--- src/rtl/alu_exec_unit_if.sv ---
// rtl/alu_exec_unit_if.sv - request/result handshake bundle for the multi-cycle EX-stage ALU
interface alu_exec_unit_if #(
  parameter int DATA_W  = 32,
  parameter int SHAMT_W = 5
);
  logic               i_valid;
  logic               o_ready;
  logic [3:0]         i_ALU_CS;
  logic [DATA_W-1:0]  i_a;
  logic [DATA_W-1:0]  i_b;
  logic [SHAMT_W-1:0] i_shamt;
  logic               o_valid;
  logic               i_ready;
  logic [DATA_W-1:0]  o_result;
  logic               o_zero;
  logic               o_overflow;
  logic               o_err;

  modport slave (
    input  i_valid, i_ALU_CS, i_a, i_b, i_shamt, i_ready,
    output o_ready, o_valid, o_result, o_zero, o_overflow, o_err
  );

  modport master (
    output i_valid, i_ALU_CS, i_a, i_b, i_shamt, i_ready,
    input  o_ready, o_valid, o_result, o_zero, o_overflow, o_err
  );
endinterface

--- src/rtl/alu_exec_unit.sv ---
// rtl/alu_exec_unit.sv - multi-cycle EX-stage ALU with iterative shifter and held, flagged result
// Optional feature: define ALU_BARREL_SHIFT_EN for single-cycle barrel shifts through EXEC.
module alu_exec_unit #(
  parameter int DATA_W  = 32,
  parameter int SHAMT_W = 5
) (
  input  logic           i_clk,
  input  logic           i_rst,
  alu_exec_unit_if.slave bus
);
  localparam logic [3:0] OP_AND = 4'b0000;
  localparam logic [3:0] OP_OR  = 4'b0001;
  localparam logic [3:0] OP_ADD = 4'b0010;
  localparam logic [3:0] OP_SUB = 4'b0110;
  localparam logic [3:0] OP_SLT = 4'b0111;
  localparam logic [3:0] OP_SLL = 4'b1000;
  localparam logic [3:0] OP_SRL = 4'b1001;
  localparam logic [3:0] OP_SRA = 4'b1010;
  localparam logic [3:0] OP_NOR = 4'b1100;
  localparam int         MSB    = DATA_W - 1;

  typedef enum logic [1:0] {IDLE, EXEC, SHIFT, DONE} state_t;

  state_t             state_q;
  logic [3:0]         op_q;
  logic [DATA_W-1:0]  a_q;
  logic [DATA_W-1:0]  b_q;
  logic [SHAMT_W-1:0] shamt_q;
  logic               ready_q;
  logic               valid_q;
  logic [DATA_W-1:0]  result_q;
  logic               zero_q;
  logic               ovf_q;
  logic               err_q;

  logic [DATA_W-1:0]  sum_d;
  logic [DATA_W-1:0]  diff_d;
  logic               ovf_add_d;
  logic               ovf_sub_d;
  logic [DATA_W-1:0]  exec_res_d;
  logic               exec_ovf_d;
  logic               exec_err_d;
  logic [DATA_W-1:0]  shift_d;
  logic               start_shift_d;

  always_comb begin
    sum_d      = a_q + b_q;
    diff_d     = a_q - b_q;
    ovf_add_d  = (a_q[MSB] == b_q[MSB]) && (sum_d[MSB] != a_q[MSB]);
    ovf_sub_d  = (a_q[MSB] != b_q[MSB]) && (diff_d[MSB] != a_q[MSB]);
    exec_res_d = '0;
    exec_ovf_d = 1'b0;
    exec_err_d = 1'b0;
    case (op_q)
      OP_AND: exec_res_d = a_q & b_q;
      OP_OR:  exec_res_d = a_q | b_q;
      OP_NOR: exec_res_d = ~(a_q | b_q);
      OP_ADD: begin
        exec_res_d = sum_d;
        exec_ovf_d = ovf_add_d;
      end
      OP_SUB: begin
        exec_res_d = diff_d;
        exec_ovf_d = ovf_sub_d;
      end
      // Sign of the true difference: raw sign bit flipped when the subtraction overflowed.
      OP_SLT: exec_res_d = {{(DATA_W-1){1'b0}}, diff_d[MSB] ^ ovf_sub_d};
`ifdef ALU_BARREL_SHIFT_EN
      OP_SLL: exec_res_d = b_q << shamt_q;
      OP_SRL: exec_res_d = b_q >> shamt_q;
      OP_SRA: exec_res_d = $unsigned($signed(b_q) >>> shamt_q);
`else
      OP_SLL, OP_SRL, OP_SRA: exec_res_d = b_q;
`endif
      default: exec_err_d = 1'b1;
    endcase
  end

  always_comb begin
    case (op_q)
      OP_SLL:  shift_d = {b_q[MSB-1:0], 1'b0};
      OP_SRL:  shift_d = {1'b0, b_q[MSB:1]};
      default: shift_d = {b_q[MSB], b_q[MSB:1]};
    endcase
  end

`ifdef ALU_BARREL_SHIFT_EN
  assign start_shift_d = 1'b0;
`else
  assign start_shift_d = (bus.i_ALU_CS == OP_SLL || bus.i_ALU_CS == OP_SRL ||
                          bus.i_ALU_CS == OP_SRA) && (bus.i_shamt != '0);
`endif

  always_ff @(posedge i_clk or posedge i_rst) begin
    if (i_rst) begin
      state_q  <= IDLE;
      op_q     <= '0;
      a_q      <= '0;
      b_q      <= '0;
      shamt_q  <= '0;
      ready_q  <= 1'b1;
      valid_q  <= 1'b0;
      result_q <= '0;
      zero_q   <= 1'b0;
      ovf_q    <= 1'b0;
      err_q    <= 1'b0;
    end else begin
      case (state_q)
        IDLE: begin
          if (bus.i_valid) begin
            op_q    <= bus.i_ALU_CS;
            a_q     <= bus.i_a;
            b_q     <= bus.i_b;
            shamt_q <= bus.i_shamt;
            ready_q <= 1'b0;
            state_q <= start_shift_d ? SHIFT : EXEC;
          end
        end
        EXEC: begin
          result_q <= exec_res_d;
          zero_q   <= (exec_res_d == '0);
          ovf_q    <= exec_ovf_d;
          err_q    <= exec_err_d;
          valid_q  <= 1'b1;
          state_q  <= DONE;
        end
        SHIFT: begin
          // b_q doubles as the working register; shamt_q counts the remaining steps.
          b_q     <= shift_d;
          shamt_q <= shamt_q - 1'b1;
          if (shamt_q == SHAMT_W'(1)) begin
            result_q <= shift_d;
            zero_q   <= (shift_d == '0);
            ovf_q    <= 1'b0;
            err_q    <= 1'b0;
            valid_q  <= 1'b1;
            state_q  <= DONE;
          end
        end
        DONE: begin
          if (bus.i_ready) begin
            valid_q <= 1'b0;
            ready_q <= 1'b1;
            state_q <= IDLE;
          end
        end
        default: state_q <= IDLE;
      endcase
    end
  end

  assign bus.o_ready    = ready_q;
  assign bus.o_valid    = valid_q;
  assign bus.o_result   = result_q;
  assign bus.o_zero     = zero_q;
  assign bus.o_overflow = ovf_q;
  assign bus.o_err      = err_q;
endmodule

--- src/flat_wrapper.sv ---
// flat-port wrapper written by rule: the top's interface ports become plain ports
module alu_exec_unit_flat 
#(
  parameter int DATA_W  = 32,
  parameter int SHAMT_W = 5
)
  (i_clk, i_rst, bus_i_valid, bus_i_ALU_CS, bus_i_a, bus_i_b, bus_i_shamt, bus_i_ready, bus_o_ready, bus_o_valid, bus_o_result, bus_o_zero, bus_o_overflow, bus_o_err);
  alu_exec_unit_if #(.DATA_W(DATA_W), .SHAMT_W(SHAMT_W)) bus_i ();
  input  logic i_clk;
  input  logic i_rst;
  input wire logic [$bits(bus_i.i_valid)-1:0] bus_i_valid;
  input wire logic [$bits(bus_i.i_ALU_CS)-1:0] bus_i_ALU_CS;
  input wire logic [$bits(bus_i.i_a)-1:0] bus_i_a;
  input wire logic [$bits(bus_i.i_b)-1:0] bus_i_b;
  input wire logic [$bits(bus_i.i_shamt)-1:0] bus_i_shamt;
  input wire logic [$bits(bus_i.i_ready)-1:0] bus_i_ready;
  output wire logic [$bits(bus_i.o_ready)-1:0] bus_o_ready;
  output wire logic [$bits(bus_i.o_valid)-1:0] bus_o_valid;
  output wire logic [$bits(bus_i.o_result)-1:0] bus_o_result;
  output wire logic [$bits(bus_i.o_zero)-1:0] bus_o_zero;
  output wire logic [$bits(bus_i.o_overflow)-1:0] bus_o_overflow;
  output wire logic [$bits(bus_i.o_err)-1:0] bus_o_err;
  assign bus_i.i_valid = bus_i_valid;
  assign bus_i.i_ALU_CS = bus_i_ALU_CS;
  assign bus_i.i_a = bus_i_a;
  assign bus_i.i_b = bus_i_b;
  assign bus_i.i_shamt = bus_i_shamt;
  assign bus_i.i_ready = bus_i_ready;
  assign bus_o_ready = bus_i.o_ready;
  assign bus_o_valid = bus_i.o_valid;
  assign bus_o_result = bus_i.o_result;
  assign bus_o_zero = bus_i.o_zero;
  assign bus_o_overflow = bus_i.o_overflow;
  assign bus_o_err = bus_i.o_err;
  alu_exec_unit #(.DATA_W(DATA_W), .SHAMT_W(SHAMT_W)) u_core (.i_clk(i_clk), .i_rst(i_rst), .bus(bus_i));
endmodule
--- config.mk ---
export PLATFORM = sky130hd
export DESIGN_NAME = alu_exec_unit_flat
export DESIGN_NICKNAME = d
export VERILOG_FILES = /design/src/rtl/alu_exec_unit_if.sv /design/src/rtl/alu_exec_unit.sv /design/src/flat_wrapper.sv
export SDC_FILE = /design/constraint.sdc
export NUM_CORES = 1
export LEC_CHECK = 0
export CAP_MARGIN = 0
export CORE_MARGIN = 2
export CORE_UTILIZATION = 60
export CTS_BUF_LIST = sky130_fd_sc_hd__clkbuf_4
export DETAILED_ROUTE_END_ITERATION = 6
export GPL_TIMING_DRIVEN = 1
export PLACE_DENSITY = 0.8
export SLEW_MARGIN = 40
export SYNTH_ARGS = -nofsm -noshare
export SYNTH_HDL_FRONTEND = slang
export SYNTH_SLANG_ARGS = --single-unit
export TNS_END_PERCENT = 30
--- constraint.sdc ---
create_clock -name i_clk -period 5.9 [get_ports i_clk]
set_input_delay 1.475 -clock i_clk [delete_from_list [all_inputs] [get_ports i_clk]]
set_output_delay 1.475 -clock i_clk [all_outputs]
set_load 0.02 [all_outputs]
==> results.env <==
DIE_AREA_UM2=19070
DIE_X_UM=138.1
FLOW.AREA_GROWTH_FROM_SYNTHESIS_PCT=16.89
TIMING_HOLD_VIOLATIONS_FINAL=0
PLACED_CELLS_INCL_TAPS=1684
LAYOUT-DRIVE-GT1-SHARE=0.1219
GP_CONGESTION=1.002
WORST_EP_ARRIVAL_TIME_NS=6.02
RUN_STATUS='finished with violations'
DRT_ITER0_DRC=1509
REGTOREGSETUPSLACK_NS=0.34
SYNTH-ASYNC-RESET-RATIO=1.000
CLOCK_TRANSITION_AT_THE_REGISTERS_OF_THE_REPORTED_PATHS_NS=0.20
WORST_HOLD_PATH_STAGE_COUNT=2
CRIT_FANOUT=4
NUMBER_OF_GLOBAL_ROUTE_VIAS_BEFORE_REPAIR=10770
WORST_REG_TO_REG_PATH_CELL_COUNT=26
TOP_LEVEL_PORTS=114
VIASPERCELL=6.707
DRT-WIRELENGTH-PER-CELL_UM=23.38
CORE-AREA_UM2=17780
FINISH.UTILIZATION=0.7091
TRITONCTS_NUM_SINKS=112
PLACEMENT.IO_BUFFERS=113
YOSYSTOPAREACELLSHARE=0.2575
YOSYS_MOST_USED_DFF='sky130_fd_sc_hd__dfrtp_1'
FMAX_MHz=180.0
GRT_OVERFLOW_TOTAL=0
NUMCTSBUFFERS=9
START_UTIL=0.6067
SYNTH.AREA.TOP_CELLS='sky130_fd_sc_hd__dfrtp_1 26%, sky130_fd_sc_hd__ha_1 13%, sky130_fd_sc_hd__o21ai_0 7.9%'
FIN_NETS=1664
SYNTHDISTINCTLIBCELLS=82
POST_DP_CELL_AREA_UM2=12300
POSTROUTEANTENNANETS=0
GRT_USE_TOTAL=0.4113
ROUTE.DETAILED.DRC=4
WORST_SLEW_PIN_TRAN_NS=0.8863
SYNTH_WARNINGS=0
SYNTH_ENABLE_FLOP_CELLS=0
CRIT_TYPE='register to register'
PLACE_HPWL_UM=29590
CTS.HTREE.LEVELS=3
TIMING.SETUP.TNS_NS=0
FIN_AREA_UM2=12610
WORST_HOLD_PATH_TYPE='register to register'
POST_SYNTH_INSTANCE_AREA_UM2=10790
TIMING_MAX_TRANSITION_VIOLATIONS_FINAL=0
CLOCK_ROOT_CELL='sky130_fd_sc_hd__clkbuf_4'
YOSYSTOPAREACELL='sky130_fd_sc_hd__dfrtp_1'
PLACEMENTROWS=49
MAX_SLEW_MARGIN=0.3938
MAPPEDNETLISTNETS=1575
SYNTH-SEQ-CELLS=112
ANTENNA_FOUND_INITIAL=2
SHORTEST_CLOCK_PERIOD_THE_WORST_PATH_ALLOWS_AFTER_LAYOUT_NS=5.557
BUFS_ON_LONGEST_CLOCK_PATH=2
CRITPATHLAUNCHTYPE='register'
DRT-TOTAL-WL_UM=39940
CLKLATENCYLATEPIN_NS=0.55
VIOLATIONS='DRC'
STDCELL_COUNT=1708
FIN_CRIT_SH=0.9418
TIMING.CRITICAL_PATH.REQUIRED_NS=6.36
SYN_AREA_PER_CELL_UM2=7.799
GRT_START_MAX_NET_PINS=94
CTSHOLDBUFFERS=0
WORST_SETUP_PATH_END_KIND='register'
SEQ_AREA_FRAC_SYNTH=0.2599
SYNTHMOSTINSTANTIATEDCELL='sky130_fd_sc_hd__o21ai_0'
SKEW_NS=0.02577
TRITONCTS='yes'
FINAL-SETUP-VIOL-COUNT=0
GRT_FIRST_PASS_WIRELENGTH_UM=62090
DRT-PASS1-ITER-COUNT=7
CAP_VIOL_MAX_COUNT=0
ROUTE.VIAS.TOTAL=11460
DIE_H_UM=138.1
YOSYS-TOP-CELLS-COUNT='171 x sky130_fd_sc_hd__o21ai_0, 168 x sky130_fd_sc_hd__nand2_1, 112 x sky130_fd_sc_hd__ha_1'
SYN_INST=1383
[what timing repair did]
| item | 4_1_cts | 5_1_grt |
|---|---|---|
| setup buffers | 0 | 6 |
| setup endpoints to repair | 0 | 1 |
| gates resized for setup | 0 | 28 |
[kinds of logic after synthesis]
group / Yosys count / share of synthesized area
XOR/XNOR: 25 / 0.02030
buffers and inverters: 202 / 0.07354
AO/OA/AOI/OAI: 495 / 0.3002
AND/OR/NAND/NOR: 388 / 0.1634
flip-flops: 112 / 0.2599
adder cells (fa/ha/maj): 115 / 0.1355
multiplexers: 46 / 0.04709
[metal layers]
layer / up-vias / routed length, µm / global-route usage
met2: 745 / 17450 / 0.6159
li1: 5149 / - / -
met3: 116 / 4347 / 0.08001
met1: 5446 / 16570 / 0.5883
met4: 0 / 1564 / 0.1627
met5: - / 0 / 0
[flip-flops by register name, summed over array words and instances (netlist names), 2 cells and up]
name                 count
u_core.a_q              32
u_core.state_q           2
u_core.bus.o_result     32
u_core.shamt_q           5
u_core.op_q              4
u_core.b_q              32
[through the flow]
stage | hold WS (ns) | setup WS [ns]
2_1_floorplan | 0.4726 | 0.5072
3_3_place_gp | 0.4649 | 0.2552
3_5_place_dp | 0.4706 | 0.1146
4_1_cts | 0.5128 | 0.07520
5_1_grt | 0.5277 | -0.003743
6_report | 0.5098 | 0.3435
[worst max-delay path, stage by stage, from the launching register on]
cell and delay [ns]:
sky130_fd_sc_hd__dfrtp_1 0.48, sky130_fd_sc_hd__inv_1 0.09, sky130_fd_sc_hd__ha_1 0.32, sky130_fd_sc_hd__or4_4 0.58, sky130_fd_sc_hd__a21oi_4 0.22, sky130_fd_sc_hd__o21ai_4 0.10
sky130_fd_sc_hd__a2111oi_4 0.41, sky130_fd_sc_hd__a211oi_2 0.08, sky130_fd_sc_hd__o21ai_1 0.14, sky130_fd_sc_hd__a21oi_1 0.08, sky130_fd_sc_hd__nor2_1 0.09, sky130_fd_sc_hd__nor2_1 0.05
sky130_fd_sc_hd__nor2_1 0.08, sky130_fd_sc_hd__nor2_1 0.05, sky130_fd_sc_hd__fa_1 0.36, sky130_fd_sc_hd__nand3_1 0.09, sky130_fd_sc_hd__o31ai_1 0.08, sky130_fd_sc_hd__a21oi_1 0.16
sky130_fd_sc_hd__nor2_1 0.07, sky130_fd_sc_hd__a211oi_2 0.20, sky130_fd_sc_hd__nand2_1 0.08, sky130_fd_sc_hd__or4_1 0.39, sky130_fd_sc_hd__or3_1 0.30, sky130_fd_sc_hd__or4_1 0.41
sky130_fd_sc_hd__nor4_2 0.18, sky130_fd_sc_hd__nand3b_1 0.12, sky130_fd_sc_hd__o31ai_2 0.27
[layout by cell type, fill, tap and decap left out, drive strengths merged, types with 7 or more instances in the layout]
master / synthesis / routed
a21o: 13 / 13
inv: 104 / 107
o211ai: 38 / 38
nand3: 13 / 13
clkdlybuf4s50: 0 / 113
buf: 20 / 62
dfrtp: 111 / 111
clkbuf: 77 / 9
mux2: 38 / 38
xnor2: 21 / 21
a21oi: 90 / 90
o21ai: 175 / 175
nand4: 12 / 12
or4: 7 / 7
nand2b: 9 / 9
a211oi: 24 / 24
o21a: 7 / 7
mux2i: 8 / 8
o21bai: 10 / 10
nand2: 168 / 168
nor2: 101 / 101
a31oi: 8 / 8
nor3: 17 / 17
o31ai: 23 / 23
a221o: 12 / 12
a221oi: 18 / 18
nor4: 14 / 14
ha: 112 / 112
or3: 8 / 8
a22oi: 10 / 10
[final timing paths]
| check | start | to |
|---|---|---|
| setup / recovery | u_core.b_q[4] | u_core.bus.o_zero |
| hold / removal | u_core.bus.o_result[10] | u_core.bus.o_result[10] |
| setup reg to reg | u_core.b_q[4] | u_core.bus.o_zero |
| hold reg to reg | u_core.bus.o_result[10] | u_core.bus.o_result[10] |
| max in group asynchronous | i_rst | u_core.bus.o_result[10] |
| min in group asynchronous | i_rst | u_core.bus.o_result[23] |
[cell type report]
class,count,area (µm²)
clock buffer,9,67.56
multi-input combinational,1069,7356
inverter,105,396.6
antenna,2,5.005
tap,229,286.5
timing repair buffer,175,1604
sequential,112,2813
clock inverter,7,80.08
fill,1421,5171
Power is left out: the tool's default activity adds up to more than one toggle a clock period on the data nets, which glitch-free logic cannot reach.
